File: src/rtl/ps2_receiver.sv
// PS/2 device-to-host receiver: synchronizes and de-glitches the PS/2 lines,
// decodes 11-bit frames (start, 8 data LSB-first, odd parity, stop) and
// queues good bytes in a first-word fall-through FIFO.
module ps2_receiver #(
  parameter int unsigned FILTER_LEN     = 8,
  parameter int unsigned TIMEOUT_CYCLES = 50000,
  parameter int unsigned FIFO_DEPTH     = 4
) (
  input  logic                          clk,
  input  logic                          rst,
  input  logic                          ps2_clk,
  input  logic                          ps2_data,
  output logic [7:0]                    rx_data,
  output logic                          rx_valid,
  input  logic                          rx_ready,
  output logic                          frame_err,
  output logic                          overflow,
  output logic [$clog2(FIFO_DEPTH):0]   fill
);

  localparam int unsigned FW = $clog2(FILTER_LEN + 1);
  localparam int unsigned TW = $clog2(TIMEOUT_CYCLES);
  localparam int unsigned AW = $clog2(FIFO_DEPTH);

  localparam logic [FW-1:0] FILT_LAST = FW'(FILTER_LEN - 1);
  // Abort is decided one cycle early so the registered pulse lands exactly
  // TIMEOUT_CYCLES cycles after the last sample event.
  localparam logic [TW-1:0] TMO_LAST  = TW'(TIMEOUT_CYCLES - 2);
  localparam logic [AW:0]   FIFO_FULL = (AW+1)'(FIFO_DEPTH);

  typedef enum logic [1:0] {
    IDLE,
    DATA,
    PARITY,
    STOP
  } state_e;

  // Synchronizer and filter
  logic [1:0]    clk_sync_q, clk_sync_d;
  logic [1:0]    data_sync_q, data_sync_d;
  logic          filt_q, filt_d;
  logic [FW-1:0] filt_cnt_q, filt_cnt_d;
  logic          sample_ev;
  logic          sample_bit;

  // Frame decoder
  state_e        state_q, state_d;
  logic [2:0]    bit_cnt_q, bit_cnt_d;
  logic [7:0]    shift_q, shift_d;
  logic          parity_q, parity_d;
  logic [TW-1:0] tmo_q, tmo_d;
  logic          timeout_hit;
  logic          frame_ok;
  logic          push_q, push_d;
  logic [7:0]    push_byte_q, push_byte_d;
  logic          frame_err_q, frame_err_d;

  // FIFO
  logic [7:0]    mem_q [FIFO_DEPTH];
  logic [AW-1:0] wr_ptr_q, wr_ptr_d;
  logic [AW-1:0] rd_ptr_q, rd_ptr_d;
  logic [AW:0]   fill_q, fill_d;
  logic          overflow_q, overflow_d;
  logic          full;
  logic          pop;
  logic          wr_en;

  // Two-flop synchronizers and the run-length clock filter
  always_comb begin
    clk_sync_d  = {clk_sync_q[0], ps2_clk};
    data_sync_d = {data_sync_q[0], ps2_data};
    filt_d      = filt_q;
    filt_cnt_d  = '0;
    if (clk_sync_q[1] != filt_q) begin
      if (filt_cnt_q == FILT_LAST) begin
        filt_d = clk_sync_q[1];
      end else begin
        filt_cnt_d = filt_cnt_q + 1'b1;
      end
    end
  end

  assign sample_ev  = filt_q & ~filt_d;
  assign sample_bit = data_sync_q[1];

  // Synchronizer and filter registers
  always_ff @(posedge clk) begin
    if (rst) begin
      clk_sync_q  <= '1;
      data_sync_q <= '1;
      filt_q      <= 1'b1;
      filt_cnt_q  <= '0;
    end else begin
      clk_sync_q  <= clk_sync_d;
      data_sync_q <= data_sync_d;
      filt_q      <= filt_d;
      filt_cnt_q  <= filt_cnt_d;
    end
  end

  assign timeout_hit = (state_q != IDLE) && !sample_ev && (tmo_q == TMO_LAST);
  assign frame_ok    = sample_bit && (^{shift_q, parity_q});

  // Frame decoder state register
  always_ff @(posedge clk) begin
    if (rst) begin
      state_q     <= IDLE;
      bit_cnt_q   <= '0;
      shift_q     <= '0;
      parity_q    <= 1'b0;
      tmo_q       <= '0;
      push_q      <= 1'b0;
      push_byte_q <= '0;
      frame_err_q <= 1'b0;
    end else begin
      state_q     <= state_d;
      bit_cnt_q   <= bit_cnt_d;
      shift_q     <= shift_d;
      parity_q    <= parity_d;
      tmo_q       <= tmo_d;
      push_q      <= push_d;
      push_byte_q <= push_byte_d;
      frame_err_q <= frame_err_d;
    end
  end

  // Frame decoder next state: advance on sample events, abort on timeout
  always_comb begin
    state_d   = state_q;
    bit_cnt_d = bit_cnt_q;
    shift_d   = shift_q;
    parity_d  = parity_q;
    tmo_d     = (state_q == IDLE || sample_ev) ? '0 : tmo_q + 1'b1;
    if (timeout_hit) begin
      state_d = IDLE;
    end else if (sample_ev) begin
      case (state_q)
        IDLE: begin
          if (!sample_bit) begin
            state_d   = DATA;
            bit_cnt_d = '0;
          end
        end
        DATA: begin
          shift_d   = {sample_bit, shift_q[7:1]};
          bit_cnt_d = bit_cnt_q + 1'b1;
          if (bit_cnt_q == 3'd7) begin
            state_d = PARITY;
          end
        end
        PARITY: begin
          parity_d = sample_bit;
          state_d  = STOP;
        end
        STOP: begin
          state_d = IDLE;
        end
        default: begin
          state_d = IDLE;
        end
      endcase
    end
  end

  // Frame decoder outputs: push a good byte or flag a bad/aborted frame
  always_comb begin
    push_d      = 1'b0;
    push_byte_d = push_byte_q;
    frame_err_d = 1'b0;
    if (timeout_hit) begin
      frame_err_d = 1'b1;
    end else if (state_q == STOP && sample_ev) begin
      if (frame_ok) begin
        push_d      = 1'b1;
        push_byte_d = shift_q;
      end else begin
        frame_err_d = 1'b1;
      end
    end
  end

  // FIFO control: a pop frees the slot a same-cycle push into a full FIFO needs
  always_comb begin
    full       = (fill_q == FIFO_FULL);
    pop        = rx_valid && rx_ready;
    wr_en      = push_q && (!full || pop);
    wr_ptr_d   = wr_en ? wr_ptr_q + 1'b1 : wr_ptr_q;
    rd_ptr_d   = pop ? rd_ptr_q + 1'b1 : rd_ptr_q;
    fill_d     = fill_q;
    if (wr_en && !pop) begin
      fill_d = fill_q + 1'b1;
    end else if (!wr_en && pop) begin
      fill_d = fill_q - 1'b1;
    end
    overflow_d = overflow_q | (push_q & full & ~pop);
  end

  // FIFO pointer, occupancy and overflow registers
  always_ff @(posedge clk) begin
    if (rst) begin
      wr_ptr_q   <= '0;
      rd_ptr_q   <= '0;
      fill_q     <= '0;
      overflow_q <= 1'b0;
    end else begin
      wr_ptr_q   <= wr_ptr_d;
      rd_ptr_q   <= rd_ptr_d;
      fill_q     <= fill_d;
      overflow_q <= overflow_d;
    end
  end

  // FIFO storage
  always_ff @(posedge clk) begin
    if (!rst && wr_en) begin
      mem_q[wr_ptr_q] <= push_byte_q;
    end
  end

  assign rx_valid  = (fill_q != '0);
  assign rx_data   = rx_valid ? mem_q[rd_ptr_q] : '0;
  assign frame_err = frame_err_q;
  assign overflow  = overflow_q;
  assign fill      = fill_q;

endmodule
File: config.mk
export PLATFORM = sky130hd
export DESIGN_NAME = ps2_receiver
export DESIGN_NICKNAME = d
export VERILOG_FILES = /design/src/rtl/ps2_receiver.sv
export SDC_FILE = /design/constraint.sdc
export NUM_CORES = 1
export LEC_CHECK = 0
export BUFFER_PORTS_ARGS = -buffer_cell sky130_fd_sc_hd__buf_4
export CORE_MARGIN = 3
export CORE_UTILIZATION = 40
export CTS_BUF_LIST = sky130_fd_sc_hd__clkbuf_4 sky130_fd_sc_hd__clkbuf_8
export DETAILED_ROUTE_END_ITERATION = 16
export MAX_ROUTING_LAYER = met4
export SYNTH_ARGS = -nofsm -noshare
export SYNTH_HDL_FRONTEND = slang
export SYNTH_SLANG_ARGS = --single-unit
File: constraint.sdc
create_clock -name clk -period 5.3 [get_ports clk]
set_clock_uncertainty 0.15 [all_clocks]
set_input_delay 0 -clock clk [delete_from_list [all_inputs] [get_ports clk]]
set_output_delay 0 -clock clk [all_outputs]
set_load 0.02 [all_outputs]
==> Word-level counts from Yosys, hierarchy flattened <==
Memories as Yosys holds them, arrays and structs flattened. A register that Yosys moved wholly into a read port is not among the register bits.
Index checks and enable logic that the tools add are counted.
{ "classes": {"n_addsub": 7, "eq_ne": 10, "mux": 18, "bitwise": 9, "reduce_logical": 31} }
{ "op_table": {"columns": ["op", "n"], "rows": [
  ["$add A16 B1 Y16 const B", 1],
  ["$eq A16 B16 Y1 const B", 1],
  ["$reduce_and A3 Y1", 4],
  ["$logic_and A1 B1 Y1", 9],
  ["$mux W3", 3],
  ["$reduce_xor A9 Y1", 1],
  ["$mux W1", 8],
  ["$mux W2", 4],
  ["$mux W8", 1],
  ["$pmux W2 S4", 1],
  ["$add A3 B1 Y3 const B", 2],
  ["$eq A3 B3 Y1 const B", 2],
  ["$pmux W3 S2", 1],
  ["$reduce_bool A2 Y1", 3],
  ["$reduce_or A3 Y1", 2],
  ["$logic_not A1 Y1", 5],
  ["$not A1 Y1", 5],
  ["$add A2 B1 Y2 const B", 2],
  ["$add A4 B1 Y4 const B", 1],
  ["$eq A2 B2 Y1 const B", 2],
  ["$eq A4 B3 Y1 const B", 1],
  ["$ne A2 B2 Y1 const B", 2],
  ["$reduce_and A4 Y1", 1],
  ["$reduce_or A2 Y1", 2],
  ["8 further kinds", 11]
]} }
{ "totals": {"reg_bits": 57, "ramBits": 32, "input_bits": 5, "out_inout_bits": 14, "wordCells": 92, "mem_count": 1} }
{ "mem_list": {"columns": ["name", "depth", "word_bits", "rd", "rd_ports_with_merged_regs", "write_ports", "line", "source"], "rows": [
  ["mem_q", 4, 8, 1, 1, 1, "59", "logic [7:0] mem_q [FIFO_DEPTH];"]
]} }

==> Depth between registers and ports, before layout <==
{ "depth": {"ltp_word": 10, "depth_mapped": 9, "depth_no_buf": 9} }

==> Worst setup path after synthesis <==
No wires, ideal clock.
{ "synth_path": {"path_type": "reg2reg", "startpoint": "register fill_q[0], in the netlist fill[0]", "endpoint": "register fill_q[2], in the netlist fill[2]", "setup_ns": 0.070, "t_arrival_ns": 2.086, "required_time_ns": 5.080, "setup_slack_ns": 2.994, "path_stages_with_launch": 9, "n_path_buf": 0, "period_less_slack_ns": 2.306, "cell_sequence": "dfxtp_1 > or3_1 > nand2_1 > ha_1 > inv_1 > fa_1 > xor2_1 > or3_1 > a21oi_1"} }
{ "synth_via": {"elab_chain_len": 7, "elab_cells_between_ends": 15, "cone_classes": "add/sub (2); eq/ne (1); mux (2); reduce/logical (10)"} }
{ "synth_rtl": {"columns": ["element", "line", "source"], "rows": [
  ["from (decl)", "62", "logic [AW:0] fill_q, fill_d;"],
  ["from (signal assigned)", "208", "fill_q <= fill_d;"],
  ["parallel branches: the longest is 7 deep, another holds $sub A3 B1 Y3", null, null]
]} }
Several ways; the timed one is not identified. The select of a mux whose other input is x is not followed.
A chain may end at the register's enable or synchronous reset.

==> Final worst setup path <==
{ "layout_path": {"startpoint": "register filt_cnt_q[0]", "endpoint": "register push_byte_q[2]"} }
{ "layout_via": {"elab_chain_len": 10, "elab_cells_between_ends": 11, "cone_classes": "eq/ne (1); mux (2); bitwise (3); reduce/logical (5)"} }
{ "layout_rtl": {"columns": ["element", "line", "source"], "rows": [
  ["from (decl)", "42", "logic [FW-1:0] filt_cnt_q, filt_cnt_d;"],
  ["from (signal assigned)", "97", "filt_cnt_q <= filt_cnt_d;"],
  ["$eq A4 B3 Y1 (*)", "75", "if (filt_cnt_q == FILT_LAST) begin"],
  ["$mux W1 (*)", "75", null],
  ["$mux W1 (*)", "74", "if (clk_sync_q[1] != filt_q) begin"],
  ["$not A1 Y1 (*)", "83", "assign sample_ev = filt_q & ~filt_d;"],
  ["$and A1 B1 Y1 (*)", "83", null],
  ["$logic_not A1 Y1", "101", "assign timeout_hit = (state_q != IDLE) && !sample_ev && (tmo_q == TMO_LAST);"],
  ["$logic_and A1 B1 Y1 (2 in a row)", "101", null],
  ["$not A1 Y1 (no line)", null, null],
  ["$reduce_and A3 Y1 (no line) (*)", null, null],
  ["to (signal assigned)", "122", "push_byte_q <= push_byte_d;"],
  ["to (decl)", "55", "logic [7:0] push_byte_q, push_byte_d;"]
]} }
Every way passes the cells marked *; elsewhere a longest branch is shown, timed or not.

==> metrics.md <==
| Metric | Value |
|---|---|
| Die area | 10,800 sq um |
| Core area | a little over 9000 sq um |
| Max cap viols | 0 |
| Die H | 104 um |
| CTS buffer count | 9 |
| Vias per cell | between 4 and 5 |
| Final ANT Viol Nets | 0 |
| H-tree depth | 3 |
| Pleak | 1.52 nW |
| Psw | ~0.45 mW |
| Initial antenna violation count | 0 |
| Synth area leader | dfxtp_1 |
| Initial DRT Pass Iterations | 4 |
| Synth top area share | 30.7% |
| Worst rel slew slack | about a third |
| Synthesized instance count | 336 |
| Tmin final | 2580 ps |
| R2R Setup Slk | approximately 2700 ps |
| Root buffer cell | clkbuf_8 |
| Clock network power share | between 20% and 30% |
| Reg power frac | 49.4% |
| Worst-path cell chain | ha_1 -> nand3b_1 -> nor2_1 -> nand3_1 -> o21ai_0 -> a21oi_1 |
| CP required | 5380 ps |
| Synth cell count leaders | dfxtp_1 (59), nor2_1 (36), edfxtp_1 (32), a21oi_1 (22) |
| HPWL after DPL | approximately 4.3 mm |
| DRC | 0 |
| Via count | 2,381 |
| Dominant synthesized flop cell | dfxtp_1 |
| Largest net degree at the start of global routing | 41 |
| Synth Net Count | between 300 and 400 |
| Post-CTS Setup Bufs | 0 |
| First-pass GRT wire length | 11.0 mm |
| Status | completed |
| Routed wire length | 6.33 mm |
| CP max-delay cell | nor2_1 |
| Fin. Hold Viols | 0 |
| Resized Gates After CTS | 0 |
| Setup TNS | 0 ps |
| Worst Setup EP | push_byte_q[2] |
| Number of diodes | 0 |
| Final Max Slew Viols | 0 |
| Type of origin of the critical path | register |
| Hold Crit Class | in -> reg |
| Library cells used by synthesis | 42 |
| RSZ-0062 raised after global routing | false |
| Clock sink count | 91 |
| Area Growth Syn to Fin | 12.1% |
| Synthesized area per cell | 11.4 sq um |
| Sequential share of the synthesized area | 55.7% |
| R2R cell count | 6 |
| Final total power | roughly 1.6 mW |
| Switch share | 28.7% |
| CTS Hold Bufs | 5 |
| Reg2reg start | filt_cnt_q[0] |
| Internal power | ~1.1 mW |
| Yosys warns | 0 |
| Worst Path Class, Setup | reg -> reg |
| Port Buffers | 18 |
| Initial core utilization | 41.4% |
| Final core utilization | a little under half |
| Worst-skew pair later-pin latency | 350 ps |
| Std-Cell Rows | 35 |
| Ports | 19 |
| Worst slew pin tran | slightly below 1000 ps |
| Final Cycle Share | 48.7% |
| RR Endpoint | push_byte_q[2] |
| CP arrival | 2660 ps |
| Count leader, synth | dfxtp_1 |
| Crit-path max cell delay | 800 ps |
| Worst setup EP type | register |
| Maximum fanout along the worst path | 15 |
| CTS tree | yes |
| Pwr/cell area | 364 nW/um^2 |
| Async SR Flop Fraction | 0% |
| Die W | 104 um |
| Placer congestion estimate | 0.766 |
| Combinational power share | between 20% and 30% |
| Synth Cell Area | 3840 sq um |
| Worst vdd ir | 0.000177 V |
| Post-synth EDFFs | 32 |
| Total Nets Final | 377 |
| Drt wl/cell | roughly 13 um |
| Clk slew on worst S/H paths | approximately 90 ps |
| Fmax | 0.388 GHz |
| 1st-iter DRT viols | 125 |
| Synth Register Bits | 91 |
| GRT Overall Usage | 12.7% |
| Setup crit start | filt_cnt_q[0] |
| Share of cells above drive strength 1 | 15.2% |
| Total gr overflow | 0 |
| Count of final setup violators | 0 |
| Ranking of synthesized cells by area | dfxtp_1 (31%), edfxtp_1 (25%), mux4_2 (4.7%) |
| Number of global-route vias before repair | 2,311 |
| Clock buffer depth | 2 |
## cell usage in the layout (no fill, tap or decap), drive strengths merged, types with 5 or more instances in the layout
cell type     n
nand2        18
nor2         36
ha           14
buf          18
or3           6
nand4        12
a21oi        22
nand3        18
or2           5
edfxtp       32
inv          14
xnor2        11
and2         14
dlygate4sd3   5
clkbuf        9
xor2         15
o21ai        12
mux4          8
dfxtp        59
## final cells by class
| type | count | area, sq um |
|---|---|---|
| Fill cell | 916 | 4970 |
| Sequential cell | 91 | 2140 |
| Multi-Input combinational cell | 220 | 1580 |
| Timing Repair Buffer | 23 | 185 |
| Tap cell | 129 | 161 |
| Clock buffer | 9 | 124 |
| Clock inverter | 7 | 73.8 |
| Inverter | 12 | 45.0 |
## power by group through the flow
stage	Clock [mW]	Combinational (mW)	Sequential (mW)
6_report	0.465	0.330	0.775
5_1_grt	0.509	0.360	0.784
4_1_cts	0.479	0.336	0.777
3_5_place_dp	0	0.334	0.794
3_3_place_gp	0	0.329	0.794
2_1_floorplan	0	0.224	0.784
## kinds of logic after synthesis
logic type / count (synthesis) / synth area share [%]
muxes: 12 / 5.73
adders and majority gates: 15 / 5.08
DFF: 91 / 55.7
xor gates and xnor gates: 27 / 7.13
buffers and inverters: 25 / 3.25
and+or+nand+nor: 125 / 17.1
AOI/OAI and AO/OA: 41 / 6.02
## worst max-delay path, delay by kind of cell, from the launching register on
family | cells | cell delay (ps)
AO/OA/AOI/OAI | 2 | 350
adder cells (fa/ha/maj) | 1 | 190
flip-flops | 1 | 360
AND/OR/NAND/NOR | 3 | 1390
## worst min-delay path by stage
stage          startpoint             end  cells after the start
6_report         ps2_data  data_sync_q[0]                      3
3_5_place_dp      ps2_clk   clk_sync_q[0]                      2
5_1_grt          ps2_data  data_sync_q[0]                      3
4_1_cts          ps2_data  data_sync_q[0]                      3
2_1_floorplan     ps2_clk   clk_sync_q[0]                      1
3_3_place_gp      ps2_clk   clk_sync_q[0]                      2
## sequential cells by signal, summed over array words and instances (netlist names), 3 cells and up, named ones only
name and cells:
fill 3, push_byte_q 8, filt_cnt_q 4, mem_q 32
bit_cnt_q 3, tmo_q 16, shift_q 8
## per-layer routing
| layer | vias to the layer above | wire length, um | GRT usage, % |
|---|---|---|---|
| met2 | 23 | 2960 | 20.0 |
| met4 | 0 | 54 | 2.85 |
| met1 | 1129 | 3120 | 15.8 |
| met3 | 6 | 200 | 4.41 |
| li1 | 1223 | - | - |
| met5 | - | 0 | - |
## metrics by stage
stage	setup WS (ps)	instance area [sq um]	std cells	hold WS [ps]
floorplan	2990	3840	336	-46.2
global placement	2820	4060	470	34.8
detailed placement	2700	4060	470	37.4
CTS	2680	4310	491	197
global route	2360	4310	491	215
finish	2720	4310	491	226
Note: power is estimated with default switching activity, not from simulation.
